### src/rtl/regfile_wb_arbiter.sv
// Write-back arbiter: two pipes share one register-file write port through one-entry buffers.
// Define REGFILE_WB_ARB_ROUND_ROBIN_EN for round-robin conflict resolution (default: A wins).
module regfile_wb_arbiter #(
    parameter int unsigned ADDR_W = 5,
    parameter int unsigned DATA_W = 32
) (
    input  logic              clk,
    input  logic              rst,
    input  logic              a_valid,
    output logic              a_ready,
    input  logic [ADDR_W-1:0] a_reg,
    input  logic [DATA_W-1:0] a_data,
    input  logic              b_valid,
    output logic              b_ready,
    input  logic [ADDR_W-1:0] b_reg,
    input  logic [DATA_W-1:0] b_data,
    output logic              reg_write,
    output logic [ADDR_W-1:0] write_reg,
    output logic [DATA_W-1:0] write_data,
    output logic [1:0]        pend_cnt
);

    logic              buf_a_valid_q, buf_b_valid_q;
    logic [ADDR_W-1:0] buf_a_reg_q, buf_b_reg_q;
    logic [DATA_W-1:0] buf_a_data_q, buf_b_data_q;
    logic              reg_write_q;
    logic [ADDR_W-1:0] write_reg_q;
    logic [DATA_W-1:0] write_data_q;
    logic              prefer_a;
    logic              grant_a, grant_b;
    logic              accept_a, accept_b;

`ifdef REGFILE_WB_ARB_ROUND_ROBIN_EN
    logic rr_ptr_q;

    always_ff @(posedge clk) begin
        if (rst) begin
            rr_ptr_q <= 1'b0;
        end else if (grant_a) begin
            rr_ptr_q <= 1'b1;
        end else if (grant_b) begin
            rr_ptr_q <= 1'b0;
        end
    end

    assign prefer_a = !rr_ptr_q;
`else
    assign prefer_a = 1'b1;
`endif

    // Same destination always retires A first so B's (younger) value lands last.
    always_comb begin
        grant_a = 1'b0;
        grant_b = 1'b0;
        if (buf_a_valid_q && buf_b_valid_q) begin
            if (buf_a_reg_q == buf_b_reg_q || prefer_a) begin
                grant_a = 1'b1;
            end else begin
                grant_b = 1'b1;
            end
        end else begin
            grant_a = buf_a_valid_q;
            grant_b = buf_b_valid_q;
        end
    end

    assign a_ready  = !buf_a_valid_q || grant_a;
    assign b_ready  = !buf_b_valid_q || grant_b;
    assign accept_a = a_valid && a_ready;
    assign accept_b = b_valid && b_ready;

    always_ff @(posedge clk) begin
        if (rst) begin
            buf_a_valid_q <= 1'b0;
            buf_b_valid_q <= 1'b0;
            buf_a_reg_q   <= '0;
            buf_b_reg_q   <= '0;
            buf_a_data_q  <= '0;
            buf_b_data_q  <= '0;
            reg_write_q   <= 1'b0;
            write_reg_q   <= '0;
            write_data_q  <= '0;
        end else begin
            // Writes to x0 complete the handshake but never occupy the buffer.
            if (accept_a) begin
                buf_a_valid_q <= (a_reg != '0);
                buf_a_reg_q   <= a_reg;
                buf_a_data_q  <= a_data;
            end else if (grant_a) begin
                buf_a_valid_q <= 1'b0;
            end
            if (accept_b) begin
                buf_b_valid_q <= (b_reg != '0);
                buf_b_reg_q   <= b_reg;
                buf_b_data_q  <= b_data;
            end else if (grant_b) begin
                buf_b_valid_q <= 1'b0;
            end
            reg_write_q <= grant_a || grant_b;
            if (grant_a) begin
                write_reg_q  <= buf_a_reg_q;
                write_data_q <= buf_a_data_q;
            end else if (grant_b) begin
                write_reg_q  <= buf_b_reg_q;
                write_data_q <= buf_b_data_q;
            end
        end
    end

    assign reg_write  = reg_write_q;
    assign write_reg  = write_reg_q;
    assign write_data = write_data_q;
    assign pend_cnt   = {1'b0, buf_a_valid_q} + {1'b0, buf_b_valid_q};

endmodule

### config.mk
export PLATFORM = sky130hd
export DESIGN_NAME = regfile_wb_arbiter
export DESIGN_NICKNAME = d
export VERILOG_FILES = /design/src/rtl/regfile_wb_arbiter.sv
export SDC_FILE = /design/constraint.sdc
export NUM_CORES = 1
export LEC_CHECK = 0
export ABC_AREA = 1
export CAP_MARGIN = 0
export CORE_AREA = 2 2 102 114
export DETAILED_ROUTE_END_ITERATION = 8
export DIE_AREA = 0 0 104 116
export PLACE_DENSITY_LB_ADDON = 0.15
export SETUP_SLACK_MARGIN = 0.2
export SLEW_MARGIN = 5
export SYNTH_ARGS = -nofsm -noshare
export SYNTH_HDL_FRONTEND = slang
export SYNTH_SLANG_ARGS = --single-unit
### constraint.sdc
create_clock -name clk -period 1.7 [get_ports clk]
set_input_delay 0.34 -clock clk [delete_from_list [all_inputs] [get_ports clk]]
set_output_delay 0.34 -clock clk [all_outputs]
set_load 0.01 [all_outputs]
Word-level counts from Yosys, hierarchy flattened --
Index checks and enable logic that the tools add are counted.
Storage, ports and cells: register bits 114, bits of input ports 78, word-level logic and storage cells 33
Cells by class: $add $sub $neg 1, multiplexer cells 10, reductions and logical operators 13
Operators by type and width (number):
- 32-bit two-way mux | 2
- 5-bit two-way mux | 2
- 5-bit nonzero test | 2
- 1-bit two-way mux | 6
- 2-bit nonzero test | 3
- 1-bit logical AND | 3
- 1-bit logical OR | 3
- 1-bit by 1-bit adder with 2-bit output | 1
- 1-bit zero test | 2

Depth between registers and ports, before layout --
depth after elaboration 5, depth in mapped cells 7

Worst setup path after synthesis --
Ideal clock, no wire load.
kind reg-to-reg, from register buf_a_valid_q, to register write_data_q[12], in the netlist write_data[12], data arrival time 1281 ps, data required time 1633 ps, path slack 352 ps, cell stages (with the launch flop) 8, path buffers 2, cells stage by stage dfxtp_1 > buf_6 > inv_1 > ha_1 > nor2_4 > inv_1 > clkbuf_2 > o21ai_2
Between the ends: longest elaborated chain between the ends 3
RTL lines:
- start, declared | line 23 | logic buf_a_valid_q, buf_b_valid_q;
- start signal, assigned | line 86 | buf_a_valid_q <= (a_reg != '0);
- 1-bit logical AND | line 55 | if (buf_a_valid_q && buf_b_valid_q) begin
- 1-bit two-way mux | line 55
- 32-bit two-way mux or 2-bit nonzero test (tied branches)
- end signal, assigned | line 102 | write_data_q <= buf_a_data_q;
- end signal, assigned | line 105 | write_data_q <= buf_b_data_q;
- end, declared | line 28 | logic [DATA_W-1:0] write_data_q;
Parallel ways exist; a longest one is shown, timed or not. A chain may end at the register's enable or synchronous reset.

Worst setup path in the final report --
from register buf_b_valid_q, to output pend_cnt[0]
Between the ends: longest elaborated chain between the ends 1
RTL lines:
- start, declared | line 23
- start signal, assigned | line 93 | buf_b_valid_q <= (b_reg != '0);
- 1-bit by 1-bit adder with 2-bit output | line 113 | assign pend_cnt = {1'b0, buf_a_valid_q} + {1'b0, buf_b_valid_q};
- end, declared | line 20 | output logic [1:0] pend_cnt
Every way passes these cells.

==> metrics <==
grt met3 use=6.19%; Placer Congestion=0.776; Rows=40; Die Span X=104 um; DRT antenna net count=0; Max Cap Viol=0; slowest CP cell=dfxtp_4; WL/cell=14.6 um; fill cell count=961; largest net degree at the start of global routing=39; critical path class=reg2out; grt met1 use=22.5%; crit path max fanout=4; Syn Inst Count=550; IO buf count=118; DR vias/cell=4.97; minimum clock period=1490 ps; Cell Area, Synth=0.00436 mm2; Final Setup Violations=0; DR iter-0 viols=243; CP startpoint kind=flip-flop; Avg Inst Size Synth=7.93 um2; Pre-antenna DRT Iters=5; GRT Overall Usage=19.6%; global-route wire length before repair=18600 um; CTS Buf Count=17; outcome=complete, no violations; global-route met2 utilization=34.7%; vias in the first global route=4003; clock sink total=114; CTS Buffer Depth=2; Placement Cell Area=0.00574 mm2; clk_skew=5.85 ps; fin crit share=87.6%; clk_lat worst skew=410 ps; Synth top area share=52.3%; register area share after synthesis=52.3%; global-route congestion overflow total=0; overall power=7520 uW; maximum vdd drop=0.574 mV; most frequent cells in the layout=112 x dfxtp_1, 78 x o21ai_0, 77 x nor2_1, 77 x clkdlybuf4s50_1, 68 x o21ai_1; CP peak stage delay=360 ps; largest area contributor in the netlist=dfxtp_1; share of layout cells above drive strength 1=11.2%; Min-Delay Path Class=reg2reg; Leak=0.00286 uW; core footprint=0.0108 mm2; Antenna diodes=0; io pins=120; Starting Density=40.3%; Crit. End Element=output port; most crowded layer after global routing=met2; initial antenna violation count=0; CP cell instances=inv_2, ha_4, buf_6; Final Net Count=757; Hold Vio Cnt, Final=0; Final HPWL DP=7410 um; most common cell after layout, fill and taps aside=dfxtp_1; synthesized flop and latch total=114; unrepaired setup endpoints after global routing=yes; CP arrival=1150 ps; die area=0.0121 mm2; residual DRC count=0; Die Y=116 um; clock tree root driver cell=clkbuf_16; synth-to-layout area growth=50.0%; CTS tree=yes; PwrDens=1150 mW/mm2; Final Max Slew Viols=0; Net Count, Synth=631; Synth warnings=0; Req. time, crit path=1360 ps; Reg clk slew, reported paths=50 ps; Netlist cell types=23; Fin Setup TNS=0 ps; final WL=12200 um; H-tree Lvls=4; Hold-fix buffers, CTS=0; fin area=0.00654 mm2; Max Clock Freq=0.672 GHz; synth top area cells=dfxtp_1 52%, o21ai_0 9.0%, o21ai_1 7.9%, nor2_1 6.6%, nand3_1 4.5%; Vias=4158
cell families (layout without fill, tap and decap cells):
| family | after synthesis | count (layout) | share of synthesized area, % |
|---|---|---|---|
| AO/OA/AOI/OAI | 186 | 186 | 21.4 |
| flip-flops | 114 | 114 | 52.3 |
| other | 1 | 1 | 0.0860 |
| adder cells (fa/ha/maj) | 3 | 3 | 0.861 |
| buffers and inverters | 87 | 225 | 9.72 |
| AND/OR/NAND/NOR | 159 | 160 | 15.6 |
stage by stage:
step           hold WS, ps  utilization [%]  instances  setup slack [ps]
2_1_floorplan          409                -        550               352
3_3_place_gp           437             53.1        790               100
3_5_place_dp           442             53.1        790              85.5
4_1_cts                450             58.3        823              21.5
5_1_grt                474             60.5        836               166
6_report               449             60.5        836               211
critical path, delay by kind of cell (launching register included):
kind | cells | cell delay [ps]
adder cells (fa/ha/maj) | 1 | 250
buffers and inverters | 2 | 130
flip-flops | 1 | 360
cell type report:
class	instances	area [um2]	area share (%)
well taps	147	184	2.81
multi-input cells	350	1680	25.7
clock inverters	9	103	1.57
inverters	45	169	2.58
flip-flops and latches	114	2290	35.0
clock buffers	23	498	7.61
repair buffers	148	1620	24.7
cells in the mapped netlist:
library cell and n:
dfxtp_1 114, o21ai_0 78, nor2_1 77, o21ai_1 69
inv_1 43, nand3_1 39, a21oi_1 38, nand2_1 35
buf_2 14, clkbuf_1 12, buf_6 8, buf_4 4
clkbuf_2 4, nor3_1 4, ha_1 3, clkinv_1 1
conb_1 1, inv_2 1, nand2_2 1, nand4_1 1
nor2_4 1, nor2_8 1, o21ai_2 1
where the power goes:
part / total (uW) / switching (uW) / internal (uW)
logic: 1030 / 507 / 521
clock network: 3520 / 1190 / 2340
registers: 2970 / 88.8 / 2880
timing repair:
item                                    4_1_cts  5_1_grt
endpoints found under the setup margin       41       26
gates resized for setup                      53        9
setup buffers                                 1        5
pin swaps                                     0        1
cloned                                        0        8
path summary, 6_finish.rpt:
| check | start | depth (start not counted) | to | slack, ps |
|---|---|---|---|---|
| max reg2reg | buf_a_valid_q$_SDFFE_PP0P_ | 8 | write_data[20]$_SDFFE_PP0P_ | 240 |
| min | buf_b_data_q[30]$_SDFFE_PP0P_ | 2 | buf_b_data_q[30]$_SDFFE_PP0P_ | 450 |
| min reg2reg | buf_b_data_q[30]$_SDFFE_PP0P_ | 2 | buf_b_data_q[30]$_SDFFE_PP0P_ | 450 |
| max | buf_b_valid_q$_SDFFE_PP0P_ | 3 | pend_cnt[0] | 210 |
metal layers:
layer	vias up	share of wire, %
met5	-	0
met4	0	0.97
met3	12	6.2
met2	138	51
met1	1929	42
li1	2079	-
No activity file was read; power rests on OpenSTA's default activity.
